### src/rtl/ipb_pkg.sv
// Shared definitions for the instruction prefetch buffer.
//
// Contents:
//   ipb_state_e - fetch state: RUN issues requests, HALT stops after the
//                 end-of-program word has been buffered
//   EOP_WORD    - instruction encoding that marks the end of the program
//   PC_STEP     - byte distance between sequential instruction words
//   cnt_width() - width of a counter that must hold 0..depth inclusive
package ipb_pkg;

    typedef enum logic {
        RUN  = 1'b0,
        HALT = 1'b1
    } ipb_state_e;

    localparam logic [31:0] EOP_WORD = 32'hFFFF_FFFF;
    localparam int          PC_STEP  = 4;

    // One extra bit over the index width so "full" (== depth) is representable.
    function automatic int cnt_width(input int depth);
        return $clog2(depth) + 1;
    endfunction

endpackage

### src/rtl/instr_fifo.sv
// Synchronous FIFO holding {instruction, pc} entries for the prefetch buffer.
//
// Ports:
//   clk       in   rising-edge clock
//   reset     in   synchronous, active-low reset
//   push      in   write push_data at the tail (ignored when full)
//   pop       in   drop the head entry (ignored when empty)
//   clear     in   empty the FIFO; wins over push and pop in the same cycle
//   push_data in   WIDTH-bit entry to write
//   full      out  DEPTH entries held
//   empty     out  no entries held
//   count     out  number of entries held
//   head      out  oldest entry, read straight from the storage registers
module instr_fifo
    import ipb_pkg::*;
#(
    parameter int WIDTH = 96,
    parameter int DEPTH = 4
) (
    input  logic                           clk,
    input  logic                           reset,
    input  logic                           push,
    input  logic                           pop,
    input  logic                           clear,
    input  logic [WIDTH-1:0]               push_data,
    output logic                           full,
    output logic                           empty,
    output logic [cnt_width(DEPTH)-1:0]    count,
    output logic [WIDTH-1:0]               head
);

    localparam int CW = cnt_width(DEPTH);
    localparam int AW = $clog2(DEPTH);

    logic [WIDTH-1:0] mem_q [DEPTH];
    logic [AW-1:0]    rd_ptr_q;
    logic [AW-1:0]    wr_ptr_q;
    logic [CW-1:0]    count_q;
    logic             do_push;
    logic             do_pop;

    assign full    = (count_q == CW'(DEPTH));
    assign empty   = (count_q == '0);
    assign count   = count_q;
    assign head    = mem_q[rd_ptr_q];
    assign do_push = push && !full;
    assign do_pop  = pop && !empty;

    // Pointers wrap naturally because DEPTH is a power of two.
    always_ff @(posedge clk) begin
        if (!reset || clear) begin
            rd_ptr_q <= '0;
            wr_ptr_q <= '0;
            count_q  <= '0;
        end else begin
            if (do_push) begin
                wr_ptr_q <= wr_ptr_q + 1'b1;
            end
            if (do_pop) begin
                rd_ptr_q <= rd_ptr_q + 1'b1;
            end
            count_q <= count_q + CW'(do_push) - CW'(do_pop);
        end
    end

    // Storage needs no reset: an entry is only read after it has been written.
    always_ff @(posedge clk) begin
        if (reset && !clear && do_push) begin
            mem_q[wr_ptr_q] <= push_data;
        end
    end

endmodule

### src/rtl/instr_prefetch_buffer.sv
// Instruction prefetch buffer sitting between the instruction memory port and
// the fetch/decode register. Issues sequential word fetches, buffers returned
// words with their PC, handles stalls, branch redirects and end-of-program halt.
//
// Ports:
//   clk, reset              clock; synchronous active-low reset
//   req_valid/addr/ready    fetch request channel (valid/ready)
//   resp_valid/resp_data    in-order response channel
//   redirect/redirect_pc    branch redirect: flush and refetch from redirect_pc
//   instr_ready             core accepts the head entry
//   instr_valid/instr/pc    head entry presented to the core
//   halted                  end-of-program word buffered, no further requests
//
// Build option: define IPB_BYPASS_EN to forward a response straight to the
// core when the FIFO is empty and the core is ready (zero-cycle fill latency).
module instr_prefetch_buffer
    import ipb_pkg::*;
#(
    parameter int                DEPTH    = 4,
    parameter int                ADDR_W   = 64,
    parameter int                INSTR_W  = 32,
    parameter logic [ADDR_W-1:0] RESET_PC = '0
) (
    input  logic               clk,
    input  logic               reset,
    output logic               req_valid,
    output logic [ADDR_W-1:0]  req_addr,
    input  logic               req_ready,
    input  logic               resp_valid,
    input  logic [INSTR_W-1:0] resp_data,
    input  logic               redirect,
    input  logic [ADDR_W-1:0]  redirect_pc,
    input  logic               instr_ready,
    output logic               instr_valid,
    output logic [INSTR_W-1:0] instr,
    output logic [ADDR_W-1:0]  instr_pc,
    output logic               halted
);

    localparam int                CW      = cnt_width(DEPTH);
    localparam int                EW      = INSTR_W + ADDR_W;
    localparam logic [CW:0]       DEPTH_C = (CW + 1)'(DEPTH);
    localparam logic [ADDR_W-1:0] STEP    = ADDR_W'(PC_STEP);

    ipb_state_e        state_q, state_d;
    logic [ADDR_W-1:0] fetch_pc_q, fetch_pc_d;
    logic [ADDR_W-1:0] resp_pc_q, resp_pc_d;
    logic [CW-1:0]     outstanding_q, outstanding_d;
    logic [CW-1:0]     discard_q, discard_d;

    logic              fifo_push, fifo_pop, fifo_full, fifo_empty;
    logic [CW-1:0]     fifo_count;
    logic [EW-1:0]     fifo_head;
    logic [CW:0]       occupancy;
    logic [ADDR_W-1:0] redirect_aligned;
    logic              req_fire, resp_fire, resp_keep, bypass, head_valid;

    instr_fifo #(
        .WIDTH (EW),
        .DEPTH (DEPTH)
    ) u_fifo (
        .clk       (clk),
        .reset     (reset),
        .push      (fifo_push),
        .pop       (fifo_pop),
        .clear     (redirect),
        .push_data ({resp_data, resp_pc_q}),
        .full      (fifo_full),
        .empty     (fifo_empty),
        .count     (fifo_count),
        .head      (fifo_head)
    );

    // Credit rule: queued plus in-flight words never exceed the FIFO depth,
    // so every response is guaranteed a free slot.
    assign occupancy        = {1'b0, fifo_count} + {1'b0, outstanding_q};
    assign req_valid        = reset && (state_q == RUN) && (occupancy < DEPTH_C);
    assign req_addr         = fetch_pc_q;
    assign req_fire         = req_valid && req_ready;
    assign redirect_aligned = redirect_pc & ~(ADDR_W'(3));

    // A response with nothing outstanding belongs to a request issued before
    // reset and is ignored. Responses arriving with a redirect are dropped.
    assign resp_fire = reset && resp_valid && (outstanding_q != '0);
    assign resp_keep = resp_fire && (discard_q == '0) && !redirect;

`ifdef IPB_BYPASS_EN
    assign bypass = resp_keep && fifo_empty && instr_ready;
`else
    assign bypass = 1'b0;
`endif

    assign fifo_push   = resp_keep && !bypass;
    assign head_valid  = reset && !fifo_empty;
    assign fifo_pop    = head_valid && instr_ready;
    assign instr_valid = head_valid || bypass;
    assign halted      = reset && (state_q == HALT);

    always_comb begin
        instr    = '0;
        instr_pc = '0;
        if (head_valid) begin
            instr    = fifo_head[EW-1:ADDR_W];
            instr_pc = fifo_head[ADDR_W-1:0];
        end else if (bypass) begin
            instr    = resp_data;
            instr_pc = resp_pc_q;
        end
    end

    // Next-state for the FSM, PCs and credit counters. A redirect overrides
    // everything else: words still in flight (including one accepted in this
    // very cycle) are counted into discard so they are thrown away on arrival.
    always_comb begin
        state_d       = state_q;
        fetch_pc_d    = fetch_pc_q;
        resp_pc_d     = resp_pc_q;
        discard_d     = discard_q;
        outstanding_d = outstanding_q + CW'(req_fire) - CW'(resp_fire);

        if (redirect) begin
            state_d    = RUN;
            fetch_pc_d = redirect_aligned;
            resp_pc_d  = redirect_aligned;
            discard_d  = outstanding_d;
        end else begin
            if (req_fire) begin
                fetch_pc_d = fetch_pc_q + STEP;
            end
            if (resp_fire && (discard_q != '0)) begin
                discard_d = discard_q - 1'b1;
            end
            if (resp_keep) begin
                resp_pc_d = resp_pc_q + STEP;
                if (resp_data == INSTR_W'(EOP_WORD)) begin
                    state_d = HALT;
                end
            end
        end
    end

    always_ff @(posedge clk) begin
        if (!reset) begin
            state_q       <= RUN;
            fetch_pc_q    <= RESET_PC;
            resp_pc_q     <= RESET_PC;
            outstanding_q <= '0;
            discard_q     <= '0;
        end else begin
            state_q       <= state_d;
            fetch_pc_q    <= fetch_pc_d;
            resp_pc_q     <= resp_pc_d;
            outstanding_q <= outstanding_d;
            discard_q     <= discard_d;
        end
    end

    // Overflow can only come from a broken credit rule.
    always_ff @(posedge clk) begin
        if (reset && fifo_push && !redirect) begin
            assert (!fifo_full);
        end
    end

endmodule

### config.mk
export PLATFORM = sky130hd
export DESIGN_NAME = instr_prefetch_buffer
export DESIGN_NICKNAME = d
export VERILOG_FILES = /design/src/rtl/ipb_pkg.sv /design/src/rtl/instr_fifo.sv /design/src/rtl/instr_prefetch_buffer.sv
export SDC_FILE = /design/constraint.sdc
export NUM_CORES = 1
export LEC_CHECK = 0
export CELL_PAD_IN_SITES_DETAIL_PLACEMENT = 1
export CELL_PAD_IN_SITES_GLOBAL_PLACEMENT = 1
export CORE_UTILIZATION = 51
export CTS_BUF_LIST = sky130_fd_sc_hd__clkbuf_2
export CTS_CLUSTER_DIAMETER = 100
export DETAILED_ROUTE_END_ITERATION = 16
export PLACE_DENSITY = 0.83
export SLEW_MARGIN = 20
export SYNTH_ARGS = -nofsm -noshare
export SYNTH_HDL_FRONTEND = slang
export SYNTH_SLANG_ARGS = --single-unit
### constraint.sdc
create_clock -name clk -period 13.7 [get_ports clk]
set_input_delay 2.74 -clock clk [delete_from_list [all_inputs] [get_ports clk]]
set_output_delay 2.74 -clock clk [all_outputs]
set_load 0.03 [all_outputs]
# After elaboration in Yosys (flattened, before gate mapping)
# Memories as Yosys holds them, arrays and structs flattened. A register that Yosys moved wholly into a read port is not among the register bits.
# Cells that the tools add are included.
op_classes:
  n_shift: 0
  multipliers: 0
  n_eq_ne: 2
  n_lt_le_gt_ge: 1
  n_reduce_logical: 29
  div_mod_pow: 0
  n_bitwise: 2
  addsub: 10
  muxes: 12
op_table:
  columns: ["operator", "count"]
  rows:
  - ["two-way mux 64 bit", 5]
  - ["adder 64 x 3 -> 64 bit (second input constant)", 2]
  - ["equality test 32 bit (second input constant)", 1]
  - ["two-way mux 32 bit", 1]
  - ["logical AND 1 bit", 15]
  - ["adder 3 x 1 -> 3 bit", 2]
  - ["zero test 3 bit", 2]
  - ["two-way mux 3 bit", 2]
  - ["nonzero test 2 bit", 3]
  - ["nonzero test 3 bit", 2]
  - ["subtractor 3 x 1 -> 3 bit", 2]
  - ["adder 2 x 1 -> 2 bit (second input constant)", 2]
  - ["adder 3 x 3 -> 4 bit", 1]
  - ["zero test 1 bit", 4]
  - ["less-than comparator 4 x 3 -> 1 bit (second input constant)", 1]
  - ["two-way mux 2 bit", 2]
  - ["equality test 3 bit (second input constant)", 1]
  - ["subtractor 3 x 1 -> 3 bit (second input constant)", 1]
  - ["two-way mux 1 bit", 2]
  - ["inverter 1 bit", 2]
  - ["AND reduction 2 bit", 1]
  - ["OR reduction 2 bit", 1]
  - ["logical OR 1 bit", 1]
word_totals:
  mem_bits_ro: 0
  reg_bits: 142
  latch_bits: 0
  input_bits: 102
  ram_bits: 384
  output_inout_bits: 163
  word_cells: 67
  n_memories: 1
mem_list:
  columns: ["name", "words", "word_bits", "rd", "rd_ports_with_merged_regs", "wr", "line_no", "text"]
  rows:
  - ["u_fifo.mem_q", 4, 96, 1, 1, 1, "instr_fifo.sv:35", "logic [WIDTH-1:0] mem_q [DEPTH];"]

# Logic depth before layout (Yosys ltp)
logic_depth:
  word_depth: 8
  mapped_depth: 14
  mapped_depth_nobuf: 12

# Hierarchy
# A second synthesis with hierarchy kept.
unflattened:
  cells_unflattened: 1595
  area_unflattened_um2: 22529.1
modules_own_cells:
  columns: ["mod", "instances", "cells_per_inst", "seq_area_each_um2", "area_each_um2"]
  rows:
  - ["instr_fifo", 1, 553, 11711.2, 14332.5]
  - ["instr_prefetch_buffer", 1, 1042, 2622.5, 8196.6]

# Worst setup path before layout
# Ideal clock, no wire load.
synth_path:
  path_type: "input-to-output"
  from: "input port reset"
  to: "output port instr_pc[54]"
  n_path_buf: 1
  stages: 3
  path_slack_ns: 7.234
  t_required_ns: 10.960
  arrival_time_ns: 3.726
  cell_sequence: "o31a_1 -> clkbuf_1 -> and2_1"
synth_via:
  elab_chain_len: 2
synth_lines:
  columns: ["item", "line_no", "text"]
  rows:
  - ["start, declared", "instr_prefetch_buffer.sv:25", "input logic reset,"]
  - ["logical AND 1 bit", "instr_prefetch_buffer.sv:94", "assign head_valid = reset && !fifo_empty;"]
  - ["net instr_valid", "instr_prefetch_buffer.sv:34", "output logic instr_valid,"]
  - ["two-way mux 64 bit", "instr_prefetch_buffer.sv:102", "if (head_valid) begin"]
  - ["end, declared", "instr_prefetch_buffer.sv:36", "output logic [ADDR_W-1:0] instr_pc,"]
# The timed path passes the listed nets, and every way through them passes these cells.

# Worst setup path after layout
layout_path:
  from: "input port reset"
  to: "output port instr[25]"
layout_via:
  elab_chain_len: 2
layout_lines:
  columns: ["item", "line_no", "text"]
  rows:
  - ["logical AND 1 bit", "instr_prefetch_buffer.sv:94", null]
  - ["two-way mux 32 bit", "instr_prefetch_buffer.sv:102", null]
  - ["end, declared", "instr_prefetch_buffer.sv:35", "output logic [INSTR_W-1:0] instr,"]
# No other way between the ends.

==> impl_results.rst <==
.. list-table::
   :header-rows: 1

   * - Metric
     - Value
   * - Path class of the lowest-slack min-delay path
     - reg -> reg
   * - Worst-Skew Late Latency
     - 1.13 ns
   * - Worst-path cell with the longest stage delay
     - sky130_fd_sc_hd__clkdlybuf4s50_1
   * - Setup-failing EPs final
     - 0
   * - Cell area after placement
     - 0.0250 sq mm
   * - Crit-path most repeated cell
     - sky130_fd_sc_hd__buf_4
   * - Post-synth EDFFs
     - roughly 380
   * - RSZ-0062 raised after global routing
     - no
   * - Switching power share of the total
     - 26.9%
   * - Final cell area excluding filler cells
     - 0.0264 sq mm
   * - Number of placement rows
     - 75
   * - Utilization after layout
     - 62.5%
   * - Worst clock skew
     - 0.0849 ns
   * - Share of the clock period used by the worst path after layout
     - 59.9%
   * - Post-cts resize count
     - 0
   * - Number of placed instances, taps included
     - 2298
   * - Largest net degree at the start of global routing
     - 97
   * - GRT Overall Usage
     - 29.4%
   * - Fin cells
     - between 2000 and 3000
   * - Power density over the cells
     - ~120 mW/mm^2
   * - Series of cell instances along the critical path
     - buf_2 > buf_4 > o31a_2 > buf_4 > and2_1 > clkdlybuf4s50_1
   * - Post-layout nets
     - 2014
   * - Gp weighted congestion
     - 0.863
   * - Routed via count
     - 15900
   * - Number of DRC violations after detailed routing
     - 0
   * - Share of cells above drive strength 1
     - 17.2%
   * - Slew Viols, Final
     - 0
   * - Fillers
     - 4159
   * - Largest buffer count on any clock path
     - 3
   * - Die footprint
     - between 0.04 and 0.05 sq mm
   * - Total detailed-routing wirelength
     - 64.8 mm
   * - Combinational fraction of design power
     - under 10%
   * - Commonest register cell after synthesis
     - sky130_fd_sc_hd__edfxtp_1
   * - Maximum level of the CTS H-tree
     - 4
   * - Number of top-level pins
     - 265
   * - Root buffer selected by CTS
     - sky130_fd_sc_hd__clkbuf_2
   * - Post-cts hold buffer count
     - 0
   * - DR WL/cell
     - 25.5 um
   * - Post-synthesis instance area
     - 0.0220 sq mm
   * - Element type at the critical path end
     - output port
   * - Worst slew pin tran
     - around 1.1 ns
   * - Via density
     - 6.26
   * - Standby leakage power
     - 0.00848 uW
   * - Number of detailed-route iterations in the first pass
     - 5
   * - Hold Path Origin
     - resp_pc_q[26]$_SDFFE_PN0P_
   * - Number of buffers inserted during clock tree synthesis
     - 134
   * - Slew margin rel.
     - 25.8%
   * - Crit Path Max Fanout
     - 96
   * - Number of global-route vias before repair
     - 16500
   * - Core Area
     - 0.0422 sq mm
   * - Peak ir drop on the vdd network
     - a little under 70 uV
   * - Outcome
     - finished clean
   * - TritonCTS sink count
     - 516
   * - Number of different library cells in the post-synthesis netlist
     - 50
   * - Count of input and output buffers
     - 258
   * - Synth-to-Final Area Change
     - 19.8%
   * - Internal power consumption
     - approximately 2300 uW
   * - Cells after synthesis
     - 1584
   * - Global-route wire length before repair
     - a little under 100 mm
   * - Footprint of the multi-input gates
     - 0.00745 sq mm
   * - Number of hold violations in the final report
     - 0
   * - Final setup TNS
     - 0 ns
   * - Leading cell type in the layout, fill and taps excluded
     - sky130_fd_sc_hd__edfxtp_1
   * - Async SR Flop Fraction
     - 0%
   * - Die Y
     - around 210 um
   * - Clock input transition at the sequential cells of the worst setup and hold paths
     - 0.12 ns
   * - Endpoint required time on the critical path
     - 10.96 ns
   * - Commonest non-fill, non-tap cells in the layout
     - sky130_fd_sc_hd__edfxtp_1 (376), sky130_fd_sc_hd__clkdlybuf4s50_1 (256), sky130_fd_sc_hd__clkbuf_2 (197)
   * - HPWL reported at the end of detailed placement
     - 41.1 mm
   * - Maximum operating frequency
     - 0.122 GHz
   * - DRT antenna net count
     - 0
   * - Horizontal extent of the die
     - 210 um
   * - Total global routing overflow
     - 0
   * - Clock tree from TritonCTS
     - done
   * - Launching instance or port of the critical path
     - reset
   * - Critical path class
     - in -> out
   * - Worst endpoint data arrival time
     - 5.46 ns
   * - Number of storage elements in the synthesis netlist
     - 516
   * - Largest stage delay, worst path
     - 0.76 ns
   * - DRC marker count from the first detailed-route iteration
     - 1464
   * - Critical register-to-register path startpoint
     - discard_q[1]$_SDFFE_PN0P_
   * - Register area
     - 0.0141 sq mm
   * - Shortest period the worst path allows
     - 8.20 ns
   * - Max_cap viols
     - 0
   * - Initial antenna violation count
     - 2
   * - Critical Path Start Type
     - input port
   * - Proportion of synthesized chip area in sequential cells
     - between 60% and 70%
   * - Yosys warning total
     - 0
   * - Initial standard-cell utilization of the core
     - 52.2%
   * - Clock share of power
     - 35.9%
   * - Switching power
     - 858 uW
   * - Post-CTS Setup Bufs
     - 0
   * - Part of the total power dissipated in sequential elements
     - between 50% and 60%
   * - Mean cell area of the mapped netlist
     - 13.9 sq um
logic make-up after synthesis:
kind of cell | Yosys count | share of synthesized area [%]
flip-flops | 516 | 64.0
AND/OR/NAND/NOR | 517 | 13.6
buffers and inverters | 127 | 2.28
XOR/XNOR | 51 | 2.03
AO/OA/AOI/OAI | 260 | 7.43
multiplexers | 96 | 9.70
adder cells (fa/ha/maj) | 16 | 0.977
other | 1 | 0.0170
power groups by stage:
stage               registers, uW  logic (uW)  clock network, uW
floorplan                    1820         123                  0
global placement             1810         248                  0
detailed placement           1820         258                  0
CTS                          1780         261               1170
global route                 1790         279               1240
finish                       1780         261               1140
area by class of cell:
class | count | area share (%)
Sequential cell | 516 | 53.5
Multi-Input combinational cell | 944 | 28.3
Timing Repair Buffer | 275 | 10.3
Clock buffer | 197 | 3.74
Tap cell | 539 | 2.56
Clock inverter | 41 | 1.24
Inverter | 25 | 0.365
Antenna cell | 2 | 0.0190
Yosys cell counts (4+ instances only):
master / number / share of area, %
sky130_fd_sc_hd__a211oi_1: 19 / 0.65
sky130_fd_sc_hd__a21oi_1: 45 / 1.0
sky130_fd_sc_hd__a311oi_1: 12 / 0.48
sky130_fd_sc_hd__a31oi_1: 48 / 1.4
sky130_fd_sc_hd__and2_1: 110 / 3.1
sky130_fd_sc_hd__and3_1: 21 / 0.60
sky130_fd_sc_hd__and4_1: 17 / 0.68
sky130_fd_sc_hd__buf_1: 11 / 0.19
sky130_fd_sc_hd__buf_4: 4 / 0.14
sky130_fd_sc_hd__clkbuf_1: 83 / 1.4
sky130_fd_sc_hd__dfxtp_1: 140 / 13
sky130_fd_sc_hd__edfxtp_1: 376 / 51
sky130_fd_sc_hd__ha_1: 14 / 0.80
sky130_fd_sc_hd__inv_1: 25 / 0.43
sky130_fd_sc_hd__mux4_2: 94 / 9.6
sky130_fd_sc_hd__nand2_1: 61 / 1.0
sky130_fd_sc_hd__nand2b_1: 5 / 0.14
sky130_fd_sc_hd__nand3_1: 40 / 0.91
sky130_fd_sc_hd__nand4_1: 59 / 1.7
sky130_fd_sc_hd__nor2_1: 47 / 0.80
sky130_fd_sc_hd__nor2b_1: 11 / 0.31
sky130_fd_sc_hd__nor3_1: 29 / 0.66
sky130_fd_sc_hd__nor3b_1: 6 / 0.20
sky130_fd_sc_hd__nor4_1: 44 / 1.2
sky130_fd_sc_hd__o21ai_0: 79 / 1.8
sky130_fd_sc_hd__o311a_1: 4 / 0.18
sky130_fd_sc_hd__o31a_1: 7 / 0.28
sky130_fd_sc_hd__o31ai_1: 32 / 1.1
sky130_fd_sc_hd__or2_2: 4 / 0.11
sky130_fd_sc_hd__or3_1: 25 / 0.71
sky130_fd_sc_hd__or4_1: 34 / 1.2
sky130_fd_sc_hd__xnor2_1: 38 / 1.5
sky130_fd_sc_hd__xor2_1: 13 / 0.52
stage by stage:
step | worst slack [ns] | power [uW] | hold WS, ns
finish | 5.50 | 3190 | 0.514
global placement | 5.61 | 2060 | 0.504
CTS | 5.48 | 3210 | 0.516
floorplan | 7.23 | 1940 | 0.455
global route | 5.36 | 3310 | 0.545
detailed placement | 5.49 | 2070 | 0.526
worst max-delay path, delay by kind of cell:
family | cells | cell delay, ns
AO/OA/AOI/OAI | 1 | 0.28
AND/OR/NAND/NOR | 1 | 0.24
buffers and inverters | 4 | 2.14
routing by layer:
metal  vias up  GRT usage [%]  wire [um]
li1       6967              -          -
met1      8130           38.2      26300
met2       689           49.1      32500
met3       115           5.97       4200
met4         0           11.0       1780
met5         -              0          0
final timing paths:
path                            cells past startpoint                       endpoint  slack, ns
worst max-delay path                                6                      instr[25]       5.50
worst min-delay path                                0  u_fifo.mem_q[0][26]$_DFFE_PP_       0.51
worst max register to register                      7  u_fifo.mem_q[2][34]$_DFFE_PP_      10.17
worst min register to register                      0  u_fifo.mem_q[0][26]$_DFFE_PP_       0.51
sequential cells by signal, indices dropped and copies added (netlist names), named ones only:
register,cells
outstanding_q,3
u_fifo.rd_ptr_q,2
u_fifo.mem_q,376
req_addr,62
state_q,1
resp_pc_q,62
u_fifo.count,3
u_fifo.wr_ptr_q,2
discard_q,3
No activity file was read; power rests on OpenSTA's default activity.
